--- config.mk ---
export PLATFORM = sky130hd
export DESIGN_NAME = rr_arb4
export DESIGN_NICKNAME = d
export VERILOG_FILES = /design/src/rtl/rr_arb4.sv
export SDC_FILE = /design/constraint.sdc
export NUM_CORES = 1
export LEC_CHECK = 0
export CORE_MARGIN = 2
export CORE_UTILIZATION = 40
export DETAILED_ROUTE_END_ITERATION = 8
export GPL_TIMING_DRIVEN = 1
export PLACE_DENSITY = 0.7
export RECOVER_POWER = 25
export SLEW_MARGIN = 25
export SYNTH_ARGS = -nofsm -noshare
export SYNTH_HDL_FRONTEND = slang
export SYNTH_SLANG_ARGS = --single-unit
export TNS_END_PERCENT = 100
--- constraint.sdc ---
create_clock -name clk -period 5.1 [get_ports clk]
set_clock_uncertainty 0.05 [all_clocks]
set_input_delay 0.765 -clock clk [delete_from_list [all_inputs] [get_ports clk]]
set_output_delay 0.765 -clock clk [all_outputs]
set_load 0.02 [all_outputs]
--- src/rtl/rr_arb4.sv ---
// Four-way round-robin arbiter with one-hot registered grants, a per-grant
// hold limit, and back-to-back handover when the current grant is released.
module rr_arb4 #(
    parameter int unsigned HOLD_MAX = 8
) (
    input  logic       clk,
    input  logic       rst_n,
    input  logic       req_a,
    input  logic       req_b,
    input  logic       req_c,
    input  logic       req_d,
    input  logic       done,
    output logic       ga,
    output logic       gb,
    output logic       gc,
    output logic       gd,
    output logic       grant_valid,
    output logic [3:0] hold_cnt
);

    typedef enum logic {
        S_IDLE  = 1'b0,
        S_GRANT = 1'b1
    } state_t;

    localparam logic [3:0] HOLD_LIM = 4'(HOLD_MAX);

    state_t     state_q, state_d;
    logic [3:0] grant_q, grant_d;
    logic [1:0] last_q,  last_d;
    logic [3:0] hold_q,  hold_d;
    logic       gv_q,    gv_d;

    logic [3:0] req_vec;
    logic       any_req;
    logic [1:0] sel_idx;
    logic       release_c;

    assign req_vec = {req_d, req_c, req_b, req_a};
    assign any_req = |req_vec;

    // Scan from farthest to nearest so the nearest requester after last wins;
    // last itself is checked at distance 4, giving it the lowest priority.
    always_comb begin
        sel_idx = last_q;
        for (int k = 4; k >= 1; k--) begin
            if (req_vec[last_q + 2'(k)]) begin
                sel_idx = last_q + 2'(k);
            end
        end
    end

    // In GRANT, last_q always points at the requester currently holding the grant.
    assign release_c = done | ~req_vec[last_q] | (hold_q == HOLD_LIM);

    always_comb begin
        state_d = state_q;
        grant_d = grant_q;
        last_d  = last_q;
        hold_d  = hold_q;
        case (state_q)
            S_IDLE: begin
                if (any_req) begin
                    state_d = S_GRANT;
                    grant_d = 4'b0001 << sel_idx;
                    last_d  = sel_idx;
                    hold_d  = 4'd1;
                end
            end
            S_GRANT: begin
                if (!release_c) begin
                    hold_d = hold_q + 4'd1;
                end else if (any_req) begin
                    grant_d = 4'b0001 << sel_idx;
                    last_d  = sel_idx;
                    hold_d  = 4'd1;
                end else begin
                    state_d = S_IDLE;
                    grant_d = 4'b0000;
                    hold_d  = 4'd0;
                end
            end
            default: begin
                state_d = S_IDLE;
                grant_d = 4'b0000;
                hold_d  = 4'd0;
            end
        endcase
        gv_d = |grant_d;
    end

    always_ff @(posedge clk or negedge rst_n) begin
        if (!rst_n) begin
            state_q <= S_IDLE;
            grant_q <= 4'b0000;
            last_q  <= 2'd3;
            hold_q  <= 4'd0;
            gv_q    <= 1'b0;
        end else begin
            state_q <= state_d;
            grant_q <= grant_d;
            last_q  <= last_d;
            hold_q  <= hold_d;
            gv_q    <= gv_d;
        end
    end

    assign ga          = grant_q[0];
    assign gb          = grant_q[1];
    assign gc          = grant_q[2];
    assign gd          = grant_q[3];
    assign grant_valid = gv_q;
    assign hold_cnt    = hold_q;

endmodule

### Yosys cells after proc, flatten, opt, wreduce, memory -nomap -nowiden

Index checks and enable logic that the tools add are counted.

| storage, ports and cells | value |
|---|---|
| register bits | 12 |
| input bits | 7 |
| output and inout bits | 9 |
| logic and storage cells | 48 |

| operators by class | value |
|---|---|
| $add $sub $neg | 4 |
| $lt $le $gt $ge | 4 |
| equality and inequality tests | 3 |
| shifts and indexed selects | 1 |
| mux-type cells | 25 |
| bitwise operators | 4 |
| reductions and logical operators | 2 |

Operator list:

| kind | count |
|---|---|
| 4-bit 2-to-1 mux | 5 |
| 4-bit case mux with 2 select lines | 2 |
| 2-bit by 3-bit < comparator with 1-bit output (second input constant) | 4 |
| 2-bit 2-to-1 mux | 5 |
| 1-bit binary-select mux with 2-bit select | 4 |
| 4-bit OR reduction | 2 |
| 1-bit 2-to-1 mux | 7 |
| 2-bit adder (second input constant) | 2 |
| 4-bit by 1-bit adder with 4-bit output (second input constant) | 1 |
| 4-bit == test (second input constant) | 1 |
| 2-bit case mux with 2 select lines | 1 |
| 1-bit by 2-bit left shift with 4-bit output (first input constant) | 1 |
| 2-bit by 1-bit adder with 2-bit output (second input constant) | 1 |
| 2-bit by 1-bit inequality test with 1-bit output (second input constant) | 1 |
| 2-bit inequality test (second input constant) | 1 |
| 1-bit NOT | 2 |
| 1-bit bitwise OR | 2 |
| 1-bit case mux with 2 select lines | 1 |

### Logic depth before layout (Yosys ltp)

| logic depth | value |
|---|---|
| word-level depth | 11 |
| gate-level depth with buffers | 6 |
| depth with buffers taken out | 6 |

### Worst setup path after synthesis

Ideal clock, no wire load.

| timing | value |
|---|---|
| kind | input to register |
| start | in req_d |
| end | reg grant_q[3] |
| setup time | 75 ps |
| data arrival time | 1933 ps |
| required time | 4975 ps |
| slack | 3042 ps |
| stages on the path | 4 |
| path buffers | 0 |
| path through | mux4_2 -> o2111a_2 -> or3_4 -> o2bb2ai_2 |

| on the way | value |
|---|---|
| word-level cells in the longest chain between the ends | 9 |
| elaborated cells on any way between the ends | 20 |
| those cells by class | 1 x shift; 15 x mux; 3 x bitwise; 1 x reduce/logical |

RTL lines:

| what | RTL line | RTL |
|---|---|---|
| start: declaration | 11 | `input logic req_d,` |
| 1-bit binary-select mux with 2-bit select | 47 | `if (req_vec[last_q + 2'(k)]) begin` |
| 1-bit 2-to-1 mux (not written as such) | 47 |  |
| 2-bit 2-to-1 mux (3 in a row) | 47 |  |
| 1-bit by 2-bit left shift with 4-bit output | 65, 74 |  |
| 4-bit 2-to-1 mux | 73 | `end else if (any_req) begin` |
| 4-bit 2-to-1 mux | 71 | `if (!release_c) begin` |
| 4-bit case mux with 2 select lines (*) | 61 | `case (state_q)` |
| named net grant_d[3] | 29 | `logic [3:0] grant_q, grant_d;` |
| end signal: assignment | 101 | `grant_q <= grant_d;` |
| end: declaration | 29 |  |

The timed path passes the listed nets; every way through them passes the cells marked *. The select of a mux whose other input is x is not followed.
A chain may end at the register's enable or synchronous reset.

### Worst setup path in the final report

Ends and elaborated chain as after synthesis.

==> qor.txt <==
HPWL Detailed -> 1.04 mm
critical setup path kind -> primary input to register
GPL Wtd Cong -> 0.896
HP Class -> register to register
leading area contributor after synthesis -> dfrtp_1
number of synthesized flops with an enable pin -> 0
worst-margin pin slew -> 0.567 ns
Syn Nets -> 72
Synth-to-Final Area Change -> 29.7%
Routed WL -> 1.48 mm
I/O pin count -> 16
Vias/cell -> 5.99
combinational share of power -> 0.462
Max FO, Critical Path -> 7
Clk Latency, worst-skew pair -> 0.29 ns
Slew Limit Fails -> 0
first-pass GRT wire length -> 2.59 mm
Final min period -> 2.41 ns
Num CTS Buffers -> 3
vias -> 575
Yosys Warn Count -> 0
Critical Path Max Stage Delay -> 0.53 ns
Bufs on Longest Clock Path -> 2
Core Footprint -> 0.00154 mm2
worst hold start -> grant_q[1]
Fillers -> 139
Cell variety after synth -> 34
Rows -> 14
Inserted Diodes -> 0
Peak VDD IR -> 0.000302 V
Pint -> 0.286 mW
Worst setup EP type -> register
GRT Util Overall -> 0.185
reg-to-reg endpoint -> grant_q[3]
layout cells sized above 1 -> 0.163
slowest stage cell, crit path -> mux4_2
die height -> 44.9 um
Setup Fix Bufs, Post-CTS -> 0
DRC violations left -> 0
pwr dens -> 535 mW/mm2
CTS hold repair buffers -> 0
Final nets -> 90
TritonCTS clock tree -> yes
IO buf count -> 15
die width -> 44.9 um
Routed Antenna Nets -> 0
top cells by count, synth -> 10 x dfrtp_1, 5 x inv_1, 4 x a21oi_1
worst path arrival time -> 2.56 ns
TritonRoute pass-1 iters -> 4
status -> complete, no violations
R2R Setup Slk -> 3.10 ns
Setup-failing EPs final -> 0
top-count cell post-synth -> dfrtp_1
Top FF cell, synth -> dfrtp_1
Yosys reg bits -> 12
Synth top area share -> 0.374
DIE AREA -> 0.00202 mm2
Hold EP -> grant_q[1]
Worst setup SP type -> primary input
Buf+Inv Stages, Crit Path -> 1
Worst EP required -> 5.25 ns
top post-synthesis cells by area -> dfrtp_1 37%, dfstp_2 7.9%, a22o_1 3.9%, ha_1 3.7%, mux4_2 3.4%
Gate Count Post-Synth -> 63
FFs w/ async S/R, synth -> 1.00
antenna violations before repair -> 0
starting DRC count in detailed routing -> 10
Sink Count -> 12
placed cells -> 92
clock root cell -> clkbuf_4
Setup TNS Final -> 0 ns
Final Cycle Share -> 0.472
vias in the first global route -> 598
initial core utilization -> 0.434
met3 wire length -> 97 um
critical path cell sequence -> clkdlybuf4s50_1, mux4_2, o2111a_2, or3_4, o2bb2ai_2
Worst-path clk slew -> 0.09 ns
net switching power -> 0.178 mW
worst hold stages -> 1
Sw Share -> 0.383
leakage power -> 0.357 nW
Max Cap Viol -> 0
sequential area share after synthesis -> 0.452
clock share of power -> 0.168
Seq pwr share -> 0.370
wl on met1 -> 654 um
Top Layer Used -> met4
synthesized area per cell -> 10.6 um2
max_slew headroom -> 0.621
Post-Syn Area -> 669 um2
Crit path max-delay family -> multiplexers
final hold vios -> 0
RSZ-0062 raised after global routing -> no
H-tree depth -> 1
largest net degree at the start of global routing -> 13
RR Startpoint -> last_q[0]
met2 WL -> 703 um
FMAX -> 416 MHz
remaining global-route overflow -> 0
Finished Layout Cells -> 96
PostCTS Resize Cnt -> 0
cells on worst reg2reg path -> 4
WL/cell -> 15.4 um
## power by group through the flow
stage               Sequential (mW)  Clock, mW  Combinational [mW]
floorplan                     0.188          0               0.118
global placement              0.173          0               0.213
detailed placement            0.173          0               0.213
CTS                           0.172     0.0804               0.214
global route                  0.178     0.0863               0.233
finish                        0.172     0.0780               0.214
## area by class of cell
cell class / instances / area, um2 / share of cell area
Multi-Input combinational cell: 44 / 340 / 0.392
Sequential cell: 12 / 303 / 0.349
Timing Repair Buffer: 15 / 150 / 0.173
Clock buffer: 4 / 36.3 / 0.0418
Tap cell: 16 / 20.0 / 0.0231
Inverter: 5 / 18.8 / 0.0216
## cell usage in the layout (no fill, tap or decap), types with 3 or more instances in the layout
cell             netlist  final
a21oi_1                4      4
dfrtp_1               10     10
clkbuf_4               0      3
nand3_1                3      3
a22o_1                 3      3
inv_1                  5      5
nor2_1                 3      3
clkdlybuf4s50_1        0     14
## flip-flops by register name, summed over array words and instances, names as in the netlist
| name | count |
|---|---|
| state_q | 1 |
| grant_valid | 1 |
| grant_q | 4 |
| last_q | 2 |
| hold_cnt | 4 |
## routing by layer
metal / global-route usage / vias up
li1: - / 272
met1: 0.212 / 276
met2: 0.296 / 22
met3: 0.0800 / 5
met4: 0.0882 / 0
met5: 0 / -
## kinds of logic (layout without fill, tap and decap cells)
| kind of cell | Yosys count | after routing | synth area share |
|---|---|---|---|
| flip-flops | 12 | 12 | 0.452 |
| XOR/XNOR | 1 | 1 | 0.0131 |
| AO/OA/AOI/OAI | 20 | 20 | 0.245 |
| multiplexers | 2 | 2 | 0.0486 |
| adder cells (fa/ha/maj) | 2 | 2 | 0.0374 |
| buffers and inverters | 7 | 24 | 0.0393 |
| AND/OR/NAND/NOR | 19 | 19 | 0.165 |
## how the worst max path moves through the flow
stage	from	end	slack, ns	depth (start not counted)
detailed placement	req_d	grant_q[3]	2.44	5
CTS	req_d	grant_q[3]	2.72	5
finish	req_d	grant_q[3]	2.69	5
global placement	req_d	last_q[1]	2.44	5
floorplan	req_d	grant_q[3]	3.04	4
global route	req_d	grant_q[3]	2.65	5
## through the flow
step                cell area [um2]  hold slack [ns]  power [mW]  setup slack (ns)   util
floorplan                       669            0.419       0.306              3.04      -
global placement                832            0.473       0.386              2.44  0.540
detailed placement              832            0.457       0.386              2.44  0.540
CTS                             868            0.488       0.467              2.72  0.563
global route                    868            0.503       0.498              2.65  0.563
finish                          868            0.492       0.464              2.69  0.563
Note: power is estimated with default switching activity, not from simulation.
